$ cat src/rtl/uart_pkg.sv
// uart_pkg: constants, FSM encoding and helpers shared by the UART
// transmit path (uart_tx_byte serializer and uart_row_tx row sender).
package uart_pkg;

  // 27 MHz clock / 115200 baud
  localparam int CLKS_PER_BIT_DEFAULT = 234;

  localparam logic [7:0] ASCII_CR    = 8'd13;
  localparam logic [7:0] ASCII_LF    = 8'd10;
  localparam logic [7:0] ASCII_SPACE = 8'd32;
  localparam logic [7:0] ASCII_DEL   = 8'd127;
  localparam logic [7:0] ASCII_BS    = 8'd8;

  typedef enum logic [2:0] {
    IDLE  = 3'd0,
    FETCH = 3'd1,
    LOAD  = 3'd2,
    SEND  = 3'd3,
    CR    = 3'd4,
    LF    = 3'd5,
    FIN   = 3'd6
  } row_state_t;

  // Control characters and DEL become a space so the remote terminal
  // never sees backspace/erase sequences coming from row content.
  function automatic logic [7:0] printable(input logic [7:0] b);
    logic [7:0] r;
    if ((b < ASCII_SPACE) || (b == ASCII_DEL)) begin
      r = ASCII_SPACE;
    end else begin
      r = b;
    end
    return r;
  endfunction

endpackage

$ cat src/rtl/uart_tx_byte.sv
// uart_tx_byte: 8N1 serializer for one byte, LSB first.
// Ports:
//   clk_i    - clock, rising edge
//   reset_i  - synchronous active-low reset
//   start_i  - load data_i and begin a frame (ignored while busy_o)
//   data_i   - byte to send
//   busy_o   - frame in progress
//   done_o   - 1-cycle pulse during the last cycle of the stop bit
//   tx_o     - serial line, idle high
module uart_tx_byte
  import uart_pkg::*;
#(
  parameter int CLKS_PER_BIT = CLKS_PER_BIT_DEFAULT
) (
  input  logic       clk_i,
  input  logic       reset_i,
  input  logic       start_i,
  input  logic [7:0] data_i,
  output logic       busy_o,
  output logic       done_o,
  output logic       tx_o
);

  localparam int CNT_W = (CLKS_PER_BIT > 2) ? $clog2(CLKS_PER_BIT) : 1;
  localparam logic [CNT_W-1:0] CNT_LAST    = CNT_W'(CLKS_PER_BIT - 1);
  localparam logic [CNT_W-1:0] CNT_PRELAST = CNT_W'(CLKS_PER_BIT - 2);

  logic             busy_r;
  logic             done_r;
  logic             tx_r;
  logic [CNT_W-1:0] cnt_r;
  logic [3:0]       idx_r;    // 0 = start bit, 1..8 = data, 9 = stop
  logic [7:0]       shift_r;

  // Bit-period counter, bit index and shift register for one frame.
  always_ff @(posedge clk_i) begin
    if (!reset_i) begin
      busy_r  <= 1'b0;
      done_r  <= 1'b0;
      tx_r    <= 1'b1;
      cnt_r   <= '0;
      idx_r   <= 4'd0;
      shift_r <= 8'd0;
    end else begin
      // Done is raised one cycle early so it coincides with the final
      // stop-bit cycle; the row FSM then moves on exactly at frame end.
      done_r <= busy_r && (idx_r == 4'd9) && (cnt_r == CNT_PRELAST);
      if (!busy_r) begin
        if (start_i) begin
          busy_r  <= 1'b1;
          tx_r    <= 1'b0;
          shift_r <= data_i;
          cnt_r   <= '0;
          idx_r   <= 4'd0;
        end
      end else if (cnt_r == CNT_LAST) begin
        cnt_r <= '0;
        if (idx_r == 4'd9) begin
          busy_r <= 1'b0;
          tx_r   <= 1'b1;
        end else begin
          // Ones are shifted in, so after the 8th data bit the LSB is
          // already the stop-bit level.
          idx_r   <= idx_r + 4'd1;
          tx_r    <= shift_r[0];
          shift_r <= {1'b1, shift_r[7:1]};
        end
      end else begin
        cnt_r <= cnt_r + {{(CNT_W-1){1'b0}}, 1'b1};
      end
    end
  end

  assign busy_o = busy_r;
  assign done_o = done_r;
  assign tx_o   = tx_r;

endmodule

$ cat src/rtl/uart_row_tx.sv
// uart_row_tx: sends one 16-character row over an 8N1 UART line,
// optionally followed by CR LF.
// Ports:
//   clk_i       - clock, rising edge
//   reset_i     - synchronous active-low reset
//   start_i     - request one row (sampled only in IDLE)
//   charIndex_o - character index presented to the row source
//   char_i      - row source byte, valid 1 cycle after charIndex_o changes
//   busy_o      - row transmission in progress
//   done_o      - 1-cycle pulse when the row has been sent
//   uart_tx_o   - serial line, idle high
module uart_row_tx
  import uart_pkg::*;
#(
  parameter int CLKS_PER_BIT = CLKS_PER_BIT_DEFAULT,
  parameter int SEND_CRLF    = 1
) (
  input  logic       clk_i,
  input  logic       reset_i,
  input  logic       start_i,
  output logic [3:0] charIndex_o,
  input  logic [7:0] char_i,
  output logic       busy_o,
  output logic       done_o,
  output logic       uart_tx_o
);

  row_state_t state_r;
  row_state_t state_s;
  logic       fetch_cnt_r;   // second FETCH cycle marker
  logic       sent_r;        // CR/LF frame already launched in this state
  logic [3:0] char_index_r;
  logic       busy_r;
  logic       done_r;

  logic       index_inc_s;
  logic       ser_start_s;
  logic [7:0] ser_data_s;
  logic       ser_busy_s;
  logic       ser_done_s;
  logic       ser_tx_s;

  uart_tx_byte #(
    .CLKS_PER_BIT (CLKS_PER_BIT)
  ) u_tx_byte (
    .clk_i   (clk_i),
    .reset_i (reset_i),
    .start_i (ser_start_s),
    .data_i  (ser_data_s),
    .busy_o  (ser_busy_s),
    .done_o  (ser_done_s),
    .tx_o    (ser_tx_s)
  );

  // Next-state and serializer control.
  always_comb begin
    state_s     = state_r;
    index_inc_s = 1'b0;
    ser_start_s = 1'b0;
    ser_data_s  = ASCII_SPACE;
    case (state_r)
      IDLE: begin
        if (start_i) begin
          state_s = FETCH;
        end else begin
          state_s = IDLE;
        end
      end
      FETCH: begin
        if (fetch_cnt_r) begin
          state_s = LOAD;
        end else begin
          state_s = FETCH;
        end
      end
      LOAD: begin
        ser_start_s = 1'b1;
        ser_data_s  = printable(char_i);
        state_s     = SEND;
      end
      SEND: begin
        if (ser_done_s) begin
          if (char_index_r != 4'd15) begin
            index_inc_s = 1'b1;
            state_s     = FETCH;
          end else if (SEND_CRLF != 0) begin
            state_s = CR;
          end else begin
            state_s = FIN;
          end
        end else begin
          state_s = SEND;
        end
      end
      CR: begin
        if (!sent_r && !ser_busy_s) begin
          ser_start_s = 1'b1;
          ser_data_s  = ASCII_CR;
        end else if (sent_r && ser_done_s) begin
          state_s = LF;
        end else begin
          state_s = CR;
        end
      end
      LF: begin
        if (!sent_r && !ser_busy_s) begin
          ser_start_s = 1'b1;
          ser_data_s  = ASCII_LF;
        end else if (sent_r && ser_done_s) begin
          state_s = FIN;
        end else begin
          state_s = LF;
        end
      end
      FIN: begin
        state_s = IDLE;
      end
      default: begin
        state_s = IDLE;
      end
    endcase
  end

  // State register, character index and registered status outputs.
  always_ff @(posedge clk_i) begin
    if (!reset_i) begin
      state_r      <= IDLE;
      fetch_cnt_r  <= 1'b0;
      sent_r       <= 1'b0;
      char_index_r <= 4'd0;
      busy_r       <= 1'b0;
      done_r       <= 1'b0;
    end else begin
      state_r     <= state_s;
      fetch_cnt_r <= (state_r == FETCH) ? ~fetch_cnt_r : 1'b0;
      sent_r      <= (state_s != state_r) ? 1'b0 : (sent_r | ser_start_s);
      if ((state_r == IDLE) && start_i) begin
        char_index_r <= 4'd0;
      end else if (index_inc_s) begin
        char_index_r <= char_index_r + 4'd1;
      end
      busy_r <= (state_s != IDLE) && (state_s != FIN);
      done_r <= (state_s == FIN);
    end
  end

  assign charIndex_o = char_index_r;
  assign busy_o      = busy_r;
  assign done_o      = done_r;
  assign uart_tx_o   = ser_tx_s;

endmodule
$ cat config.mk
export PLATFORM = sky130hd
export DESIGN_NAME = uart_row_tx
export DESIGN_NICKNAME = d
export VERILOG_FILES = /design/src/rtl/uart_pkg.sv /design/src/rtl/uart_tx_byte.sv /design/src/rtl/uart_row_tx.sv
export SDC_FILE = /design/constraint.sdc
export NUM_CORES = 1
export LEC_CHECK = 0
export CELL_PAD_IN_SITES_DETAIL_PLACEMENT = 0
export CELL_PAD_IN_SITES_GLOBAL_PLACEMENT = 1
export CORE_UTILIZATION = 25
export CTS_CLUSTER_DIAMETER = 100
export CTS_CLUSTER_SIZE = 8
export DETAILED_ROUTE_END_ITERATION = 10
export DONT_BUFFER_PORTS = 1
export GPL_TIMING_DRIVEN = 0
export PLACE_DENSITY = 0.55
export SYNTH_ARGS = -nofsm -noshare
export SYNTH_HDL_FRONTEND = slang
export SYNTH_HIERARCHICAL = 1
export SYNTH_SLANG_ARGS = --single-unit
$ cat constraint.sdc
create_clock -name clk_i -period 1.9 [get_ports clk_i]
set_clock_uncertainty 0.15 [all_clocks]
set_input_delay 0.285 -clock clk_i [delete_from_list [all_inputs] [get_ports clk_i]]
set_output_delay 0.285 -clock clk_i [all_outputs]
set_load 0.02 [all_outputs]
==> results of run 1 <==
layout by cell type (no fill, tap or decap), drive strengths merged, types with 4 or more instances in the layout:
| cell | instances |
|---|---|
| nand4 | 5 |
| dfxtp | 34 |
| or2 | 8 |
| a21oi | 11 |
| and2 | 4 |
| o211ai | 7 |
| nand3 | 10 |
| mux2i | 8 |
| nor3 | 7 |
| clkbuf | 11 |
| and4 | 4 |
| nand2b | 6 |
| buf | 24 |
| o21ai | 8 |
| inv | 8 |
| o21a | 4 |
| nand2 | 22 |
| a31oi | 7 |
| ha | 6 |
| nor2 | 15 |
area by class of cell:
class,instances,area [sq um],area share
clock inverter,1,5.005,0.002088
inverter,9,33.78,0.01409
sequential,34,691.9,0.2886
clock buffer,7,86.33,0.03601
timing repair buffer,16,126.4,0.05271
buffer,13,82.58,0.03445
tap,102,127.6,0.05324
multi-input combinational,174,1244,0.5188
worst reg2reg max path: cells and delay by family (launching register included):
| family | cells | cell delay (ns) |
|---|---|---|
| DFF | 1 | 0.35 |
| and+or+nand+nor | 5 | 0.87 |
| muxes | 1 | 0.19 |
| AOI/OAI and AO/OA | 1 | 0.06 |
| buffers and inverters | 1 | 0.13 |
sequential cells by signal (all words and copies together), names as in the netlist, 3 cells and up:
| signal | flops |
|---|---|
| u_tx_byte/cnt_r | 8 |
| state_r | 3 |
| charIndex_o | 4 |
| u_tx_byte/idx_r | 4 |
| u_tx_byte/shift_r | 8 |
worst paths after layout:
kind,from,endpoint,cells past startpoint
hold / removal,reset_i,charIndex_o[1],2
setup / recovery,state_r[1],u_tx_byte/shift_r[5],8
hold reg to reg,u_tx_byte/shift_r[2],u_tx_byte/shift_r[2],2
setup reg to reg,state_r[1],u_tx_byte/shift_r[5],8
where the power goes:
part / total, mW / switching (mW) / leakage, nW / internal (mW)
combinational: 0.219 / 0.126 / 0.585 / 0.0929
sequential: 0.751 / 0.0221 / 0.278 / 0.729
clock: 0.558 / 0.266 / 0.0482 / 0.292
routing by layer:
layer / vias to the layer above / share of wire / track usage
met5: - / 0 / 0
met4: 0 / 0.012 / 0.04762
met3: 5 / 0.033 / 0.03183
met2: 23 / 0.44 / 0.1907
met1: 800 / 0.51 / 0.1629
li1: 886 / - / -
cell families after synthesis:
kind of cell | synth area share
compound gates | 0.2211
simple gates | 0.2849
mux | 0.04043
flops | 0.3436
buf+inv | 0.05432
xor+xnor | 0.01769
fa+ha+maj | 0.03790
through the flow:
step                      instance area (sq um)  total power [mW]    util  setup TNS, ns
after global placement                     2108            0.9681  0.2743         -3.269
after global routing                       2397             1.618  0.3118        -0.1086
after floorplan                            1981            0.9154       -              0
final                                      2397             1.529  0.3118              0
after detailed placement                   2108            0.9663  0.2743         -3.371
after CTS                                  2273             1.547  0.2957      -0.002155
what timing repair did:
item	in CTS	in global routing
endpoints found under the hold margin	4	0
pin swaps	2	4
gates cloned	1	0
buffers inserted	2	12
hold buffers	1	0
endpoints found under the setup margin	19	11
gates resized for setup	13	14
==> flow_summary.yaml, run 1 <==
global_routing:
  grt_overflow: 0
  track_usage: 0.1231
  grt_max_degree: 11
  first_global_vias: 1658
  antenna_found_initial: 0
  grt_pass1_wl_mm: 8.100
synth:
  yosysTopAreaCell: "dfxtp_1"
  synth.distinct_cells: 63
  synth_most_common_cell: "dfxtp_1"
  synth-async-reset-ratio: 0
  synth_nets: 247
  ys_seq_area_frac: 0.3437
  yosys_most_used_dff: "dfxtp_1"
  avgSynthCellArea_sq_um: 8.612
  syn_area_sq_um: 1981
  yosys_warnings: 6
  synth_top_area_share: 0.3437
  synth_commonest_cells: "34 x dfxtp_1, 22 x nand2_1, 14 x nor2_1, 10 x nand3_1, 9 x a21oi_1"
  synth-seq-cells: 34
  synthCells: 230
  synth_enable_flop_cells: 0
  synthTopCellsByArea: "dfxtp_1 34%, nand2_1 4.2%, mux2i_1 4.0%, ha_1 3.8%, nor2_1 2.7%"
place:
  pre_cts_ws_ns: -0.2883
  io_buffers: 0
  dp.cells: 332
  gp_congestion: 0.7676
  dp_hpwl_mm: 3.392
clock_tree:
  cts_buffers: 5
  root_buffer: "clkbuf_8"
  h-tree-depth: 2
  clk_path_buf_depth: 2
  clk_transition_reported_paths_ns: 0.07
  cts_tree: "done"
  cts_sinks: 34
  worstSkewPairLatency_ns: 0.28
floorplanning:
  die_w_um: 91.01
  core_sq_um: 7687
  ios: 18
  fp.dieH_um: 91.01
  placementRows: 32
  initial_core_util: 0.2576
  die_area_sq_um: 8283
flow_run:
  maxCapViolations: 0
finish:
  synthToLayoutAreaGrowth_pct: 21.04
  drive_above_1_share: 0.2480
  num_antenna_cells: 0
  final_cells: 356
  nFillCells: 843
  nets: 270
worst_setup_path:
  critPathTopFamily: "simple AND/OR/NAND/NOR gates"
  critPathMaxFanout: 5
  path_cells: "nand2b_4, or3_4, nand2_4, nand2b_4, o21ai_4, and2b_2, buf_6, mux2i_1"
  critPathLaunchType: "flip-flop"
  worst_path_most_repeated_cell: "nand2b_4"
  critPathBufInv: 1
  cp.required_ns: 1.96
  slowest_delay_ns: 0.35
  slowest_stage: "dfxtp_4"
  endpoint_kind: "flip-flop"
  rrSetupSlack_ns: 0.08
  crit_arrival_ns: 1.88
  critPathKind: "reg -> reg"
timing:
  setup_viol: 0
  timing.fmax_mhz: 548.8
  slew_viol_final: 0
  finalWorstSetupSlack_ns: 0.07777
  finalHoldViolCount: 0
  finalCritPeriodShare: 0.9591
  max_slew_margin: 0.6465
  holdWs_ns: 0.01966
  rsz0062_at_grt: "true"
  worst_pin_slew_ns: 0.5246
  fin_crit_ns: 1.822
drt:
  wl_mm: 4.836
  wl_per_cell_um: 13.58
  first_pass_iters: 4
  via_per_inst: 4.815
  drcViolationCount: 0
  num_vias: 1714
  drt_iter0_drc: 61
  postRouteAntennaNets: 0
power:
  power_leakage_nw: 0.9114
  ir_drop_uv: 247.9
  power_density_nw_per_um2: 637.7
run_status:
  outcome: "completed"
min_path:
  hp-class: "in -> reg"
No activity file was read; power rests on OpenSTA's default activity.
==> inputs of run 2 (changes only) <==
--- a/config.mk
+++ b/config.mk
@@ -7,13 +7,15 @@
 export LEC_CHECK = 0
 export CELL_PAD_IN_SITES_DETAIL_PLACEMENT = 0
 export CELL_PAD_IN_SITES_GLOBAL_PLACEMENT = 1
+export CORE_MARGIN = 3
 export CORE_UTILIZATION = 25
 export CTS_CLUSTER_DIAMETER = 100
 export CTS_CLUSTER_SIZE = 8
 export DETAILED_ROUTE_END_ITERATION = 10
 export DONT_BUFFER_PORTS = 1
 export GPL_TIMING_DRIVEN = 0
-export PLACE_DENSITY = 0.55
+export PLACE_DENSITY = 0.54
+export SETUP_SLACK_MARGIN = 0.05
 export SYNTH_ARGS = -nofsm -noshare
 export SYNTH_HDL_FRONTEND = slang
 export SYNTH_HIERARCHICAL = 1
==> constraint.sdc (replaced) <==
create_clock -name clk_i -period 2.1 [get_ports clk_i]
set_clock_uncertainty 0.15 [all_clocks]
set_input_delay 0.315 -clock clk_i [delete_from_list [all_inputs] [get_ports clk_i]]
set_output_delay 0.315 -clock clk_i [all_outputs]
set_load 0.02 [all_outputs]
==> flow_summary.yaml, run 2 (synthesis results as in run 1) <==
run_status:
  outcome: "completed"
global_routing:
  grt_pass1_wl_mm: 8.252
  grt_max_degree: 11
  grt_overflow: 0
  first_global_vias: 1648
  antenna_found_initial: 0
  track_usage: 0.1180
clock_tree:
  clk_path_buf_depth: 2
  cts_buffers: 5
  clk_transition_reported_paths_ns: 0.07
  worstSkewPairLatency_ns: 0.29
  root_buffer: "clkbuf_8"
  cts_sinks: 34
  cts_tree: "done"
  h-tree-depth: 2
drt:
  first_pass_iters: 4
  drt_iter0_drc: 92
  wl_mm: 4.724
  met2WireLength_mm: 2.157
  wl_per_cell_um: 13.98
  postRouteAntennaNets: 0
  met3WireLength_um: 158
  via_per_inst: 4.967
  wl_met1_mm: 2.334
  top_layer: "met4"
  num_vias: 1679
  drcViolationCount: 0
floorplanning:
  placementRows: 31
  initial_core_util: 0.2646
  die_area_sq_um: 9027
  die_w_um: 95.01
  ios: 18
  fp.dieH_um: 95.01
  core_sq_um: 7486
worst_setup_path:
  reg2reg_to: "u_tx_byte/shift_r[7]"
  cp.required_ns: 2.13
  ff2ff_path_depth: 9
  rrSetupSlack_ns: 0.14
  critPathMaxFanout: 10
  endpoint_kind: "flip-flop"
  critPathKind: "reg -> reg"
  timing.rr.start: "state_r[2]"
  crit_arrival_ns: 1.99
  critPathLaunchType: "flip-flop"
finish:
  nets: 255
  drive_above_1_share: 0.1674
  final_common_cell: "dfxtp_1"
  final_cells: 338
  top_regs: "u_tx_byte/cnt_r (8), u_tx_byte/shift_r (8)"
  synthToLayoutAreaGrowth_pct: 13.08
  mostFrequentLayoutCells: "33 x dfxtp_1, 20 x nand2_1, 12 x nor2_1, 10 x nand3_1, 9 x a21oi_1"
  fin_area_sq_um: 2240
  fin_util: 0.2992
  num_antenna_cells: 0
timing:
  slew_viol_final: 0
  max_slew_margin: 0.6863
  timing.fmax_mhz: 510.1
  finalWorstSetupSlack_ns: 0.1395
  fin_tns_setup_ns: 0
  finalHoldViolCount: 0
  fin_crit_ns: 1.960
  holdWs_ns: 0.03633
  rsz0062_at_grt: "true"
  finalCritPeriodShare: 0.9336
  worst_pin_slew_ns: 0.4706
  setup_viol: 0
place:
  placed_cell_area_sq_um: 2105
  pre_cts_ws_ns: -0.03858
  dp.cells: 329
  io_buffers: 0
  gp_congestion: 0.7116
  dp_hpwl_mm: 3.415
power:
  finalPower_mw: 1.371
  power_leakage_nw: 0.8311
  ir_drop_uv: 216.4
  power_density_nw_per_um2: 612.3
flow_run:
  maxCapViolations: 0
min_path:
  hp-class: "in -> reg"
  worstHoldEndpoint: "charIndex_o[1]"
  hold_path.startpoint: "reset_i"
  hold_path_depth: 2
==> run 2: worst max-delay path by stage <==
stage / from / to / slack [ns] / cells past startpoint
floorplan: state_r[1] / u_tx_byte/shift_r[0] / 0.27 / 8
global placement: state_r[1] / u_tx_byte/shift_r[3] / -0.05 / 8
detailed placement: state_r[1] / u_tx_byte/shift_r[2] / -0.04 / 8
CTS: state_r[1] / u_tx_byte/shift_r[2] / 0.04 / 8
global route: state_r[1] / u_tx_byte/shift_r[2] / 0.02 / 8
finish: state_r[2] / u_tx_byte/shift_r[7] / 0.14 / 9
==> run 2: repair_timing <==
item,CTS,global route
hold endpoints to repair,3,0
setup buffers,0,0
setup endpoints to repair,9,16
hold buffers,1,0
resized for setup,4,7
==> run 2: layout make-up <==
type / count / area [sq um]
Clock inverter: 1 / 5.005
Fill cell: 819 / 5246
Clock buffer: 7 / 86.33
Inverter: 9 / 33.78
Sequential cell: 34 / 681.9
Tap cell: 99 / 123.9
Multi-Input combinational cell: 174 / 1220
Timing Repair Buffer: 1 / 10.01
Buffer: 13 / 78.83
==> run 2: power by group <==
part,switching (mW),internal [mW],total [mW]
sequential,0.0196,0.660,0.680
clock,0.244,0.265,0.508
combinational,0.109,0.0737,0.183
==> run 2: routing by layer <==
layer	global-route usage	up-vias
met1	0.1553	782
met2	0.1844	23
met4	0.04688	0
met3	0.02999	7
met5	0	-
li1	-	867
==> run 2: critical path, cell delays in order (launching register included) <==
cell and delay (ns):
dfxtp_1 0.39, clkbuf_4 0.24, nor2_4 0.07, nand2_2 0.12
nand2_2 0.10, nand2b_1 0.13, o21ai_2 0.10, and2b_1 0.17
buf_6 0.15, o221a_1 0.23
==> inputs of run 3 (changes only) <==
==> constraint.sdc (replaced) <==
create_clock -name clk_i -period 2.2 [get_ports clk_i]
set_clock_uncertainty 0.15 [all_clocks]
set_input_delay 0.33 -clock clk_i [delete_from_list [all_inputs] [get_ports clk_i]]
set_output_delay 0.33 -clock clk_i [all_outputs]
set_load 0.02 [all_outputs]
==> flow_summary.yaml, run 3 (synthesis results as in run 1) <==
worst_setup_path:
  slowest_delay_ns: 0.37
  path_cells: "nand2b_2, or3_4, nand2_2, nand2b_1, o21ai_2, and2b_1, buf_6, mux2i_1"
  critPathMaxFanout: 9
  rrSetupSlack_ns: 0.16
  critPathBufInv: 1
  ff2ff_path_depth: 8
  critPathLaunchType: "flip-flop"
  critPathTopFamily: "simple AND/OR/NAND/NOR gates"
  cp.required_ns: 2.27
  crit_arrival_ns: 2.12
  timing.rr.start: "state_r[1]"
  critPathKind: "reg -> reg"
  reg2reg_to: "u_tx_byte/shift_r[2]"
  endpoint_kind: "flip-flop"
  slowest_stage: "or3_4"
  crit_start: "state_r[1]"
clock_tree:
  clk_transition_reported_paths_ns: 0.07
  cts_tree: "done"
  worstSkewPairLatency_ns: 0.29
  h-tree-depth: 2
  root_buffer: "clkbuf_8"
  cts_buffers: 5
  clk_path_buf_depth: 2
  cts_sinks: 34
finish:
  fin_area_sq_um: 2231
  drive_above_1_share: 0.1542
  final_cells: 339
  top_regs: "u_tx_byte/cnt_r (8), u_tx_byte/shift_r (8)"
  nets: 256
  synthToLayoutAreaGrowth_pct: 12.63
  final_common_cell: "dfxtp_1"
  num_antenna_cells: 0
  mostFrequentLayoutCells: "34 x dfxtp_1, 21 x nand2_1, 13 x nor2_1, 10 x nand3_1, 9 x a21oi_1"
run_status:
  outcome: "completed"
floorplanning:
  fp.dieH_um: 95.01
  initial_core_util: 0.2646
  placementRows: 31
  core_sq_um: 7486
  die_w_um: 95.01
  ios: 18
  die_area_sq_um: 9027
drt:
  drcViolationCount: 0
  via_per_inst: 4.965
  num_vias: 1683
  first_pass_iters: 4
  drt_iter0_drc: 70
  postRouteAntennaNets: 0
  wl_mm: 4.718
  wl_per_cell_um: 13.92
timing:
  max_slew_margin: 0.6459
  worst_pin_slew_ns: 0.5292
  finalCritPeriodShare: 0.9293
  holdWs_ns: 0.01711
  finalWorstSetupSlack_ns: 0.1554
  fin_tns_setup_ns: 0
  setup_viol: 0
  slew_viol_final: 0
  rsz0062_at_grt: "true"
  fin_crit_ns: 2.045
  finalHoldViolCount: 0
  timing.fmax_mhz: 489.1
power:
  p_sw_mw: 0.3525
  sequentialPowerShare: 0.497
  ir_drop_uv: 206.6
  clkPwrFrac: 0.371
  power_leakage_nw: 0.8311
  p_int_mw: 0.9527
  combPwrFrac: 0.133
  swShare: 0.2701
  power_density_nw_per_um2: 585.0
global_routing:
  grt_pass1_wl_mm: 8.238
  grt_overflow: 0
  antenna_found_initial: 0
  grt_max_degree: 11
  track_usage: 0.1178
  first_global_vias: 1644
place:
  dp_hpwl_mm: 3.415
  placed_cell_area_sq_um: 2105
  dp.cells: 329
  io_buffers: 0
  gp_congestion: 0.7116
  pre_cts_ws_ns: 0.06142
min_path:
  hold_path.startpoint: "reset_i"
  hp-class: "in -> reg"
  worstHoldEndpoint: "fetch_cnt_r"
  hold_path_depth: 1
flow_run:
  maxCapViolations: 0
-- run 3: cell type report --
cell class	count	area, sq um
clock buffer	7	86.33
sequential	34	680.7
buffer	13	76.32
fill	820	5255
clock inverter	1	5.005
multi-input combinational	174	1205
inverter	9	33.78
tap	99	123.9
timing repair buffer	2	20.02
-- run 3: metal layers --
| metal | share of wire | global-route usage | vias up |
|---|---|---|---|
| li1 | - | - | 867 |
| met5 | 0 | 0 | - |
| met3 | 0.032 | 0.02999 | 7 |
| met4 | 0.016 | 0.04688 | 0 |
| met1 | 0.50 | 0.1557 | 789 |
| met2 | 0.45 | 0.1832 | 20 |
-- run 3: what timing repair did --
item / in CTS / in global routing
hold buffers: 1 / 1
pin swaps: 0 / 0
setup endpoints to repair: 3 / 16
gates resized for setup: 1 / 4
gates cloned: 0 / 0
hold endpoints to repair: 1 / 1
setup buffers: 0 / 0
-- run 3: how the worst max path moves through the flow --
stage	endpoint	slack, ns	depth (start not counted)
floorplan	u_tx_byte/shift_r[0]	0.37	8
global placement	u_tx_byte/shift_r[3]	0.05	8
detailed placement	u_tx_byte/shift_r[2]	0.06	8
CTS	u_tx_byte/shift_r[2]	0.07	9
global route	u_tx_byte/shift_r[2]	0.005	8
finish	u_tx_byte/shift_r[2]	0.16	8
-- run 3: through the flow --
| step | util | power (mW) |
|---|---|---|
| global placement | 0.2811 | 0.8363 |
| floorplan | - | 0.7906 |
| detailed placement | 0.2811 | 0.8334 |
| finish | 0.2980 | 1.305 |
| global route | 0.2980 | 1.392 |
| CTS | 0.2950 | 1.333 |
-- run 3: power groups by stage --
stage | logic, mW | registers (mW) | clock network [mW]
after floorplan | 0.133 | 0.658 | 0
after global placement | 0.174 | 0.662 | 0
after detailed placement | 0.171 | 0.662 | 0
after CTS | 0.174 | 0.648 | 0.511
after global routing | 0.197 | 0.651 | 0.544
final | 0.173 | 0.648 | 0.484
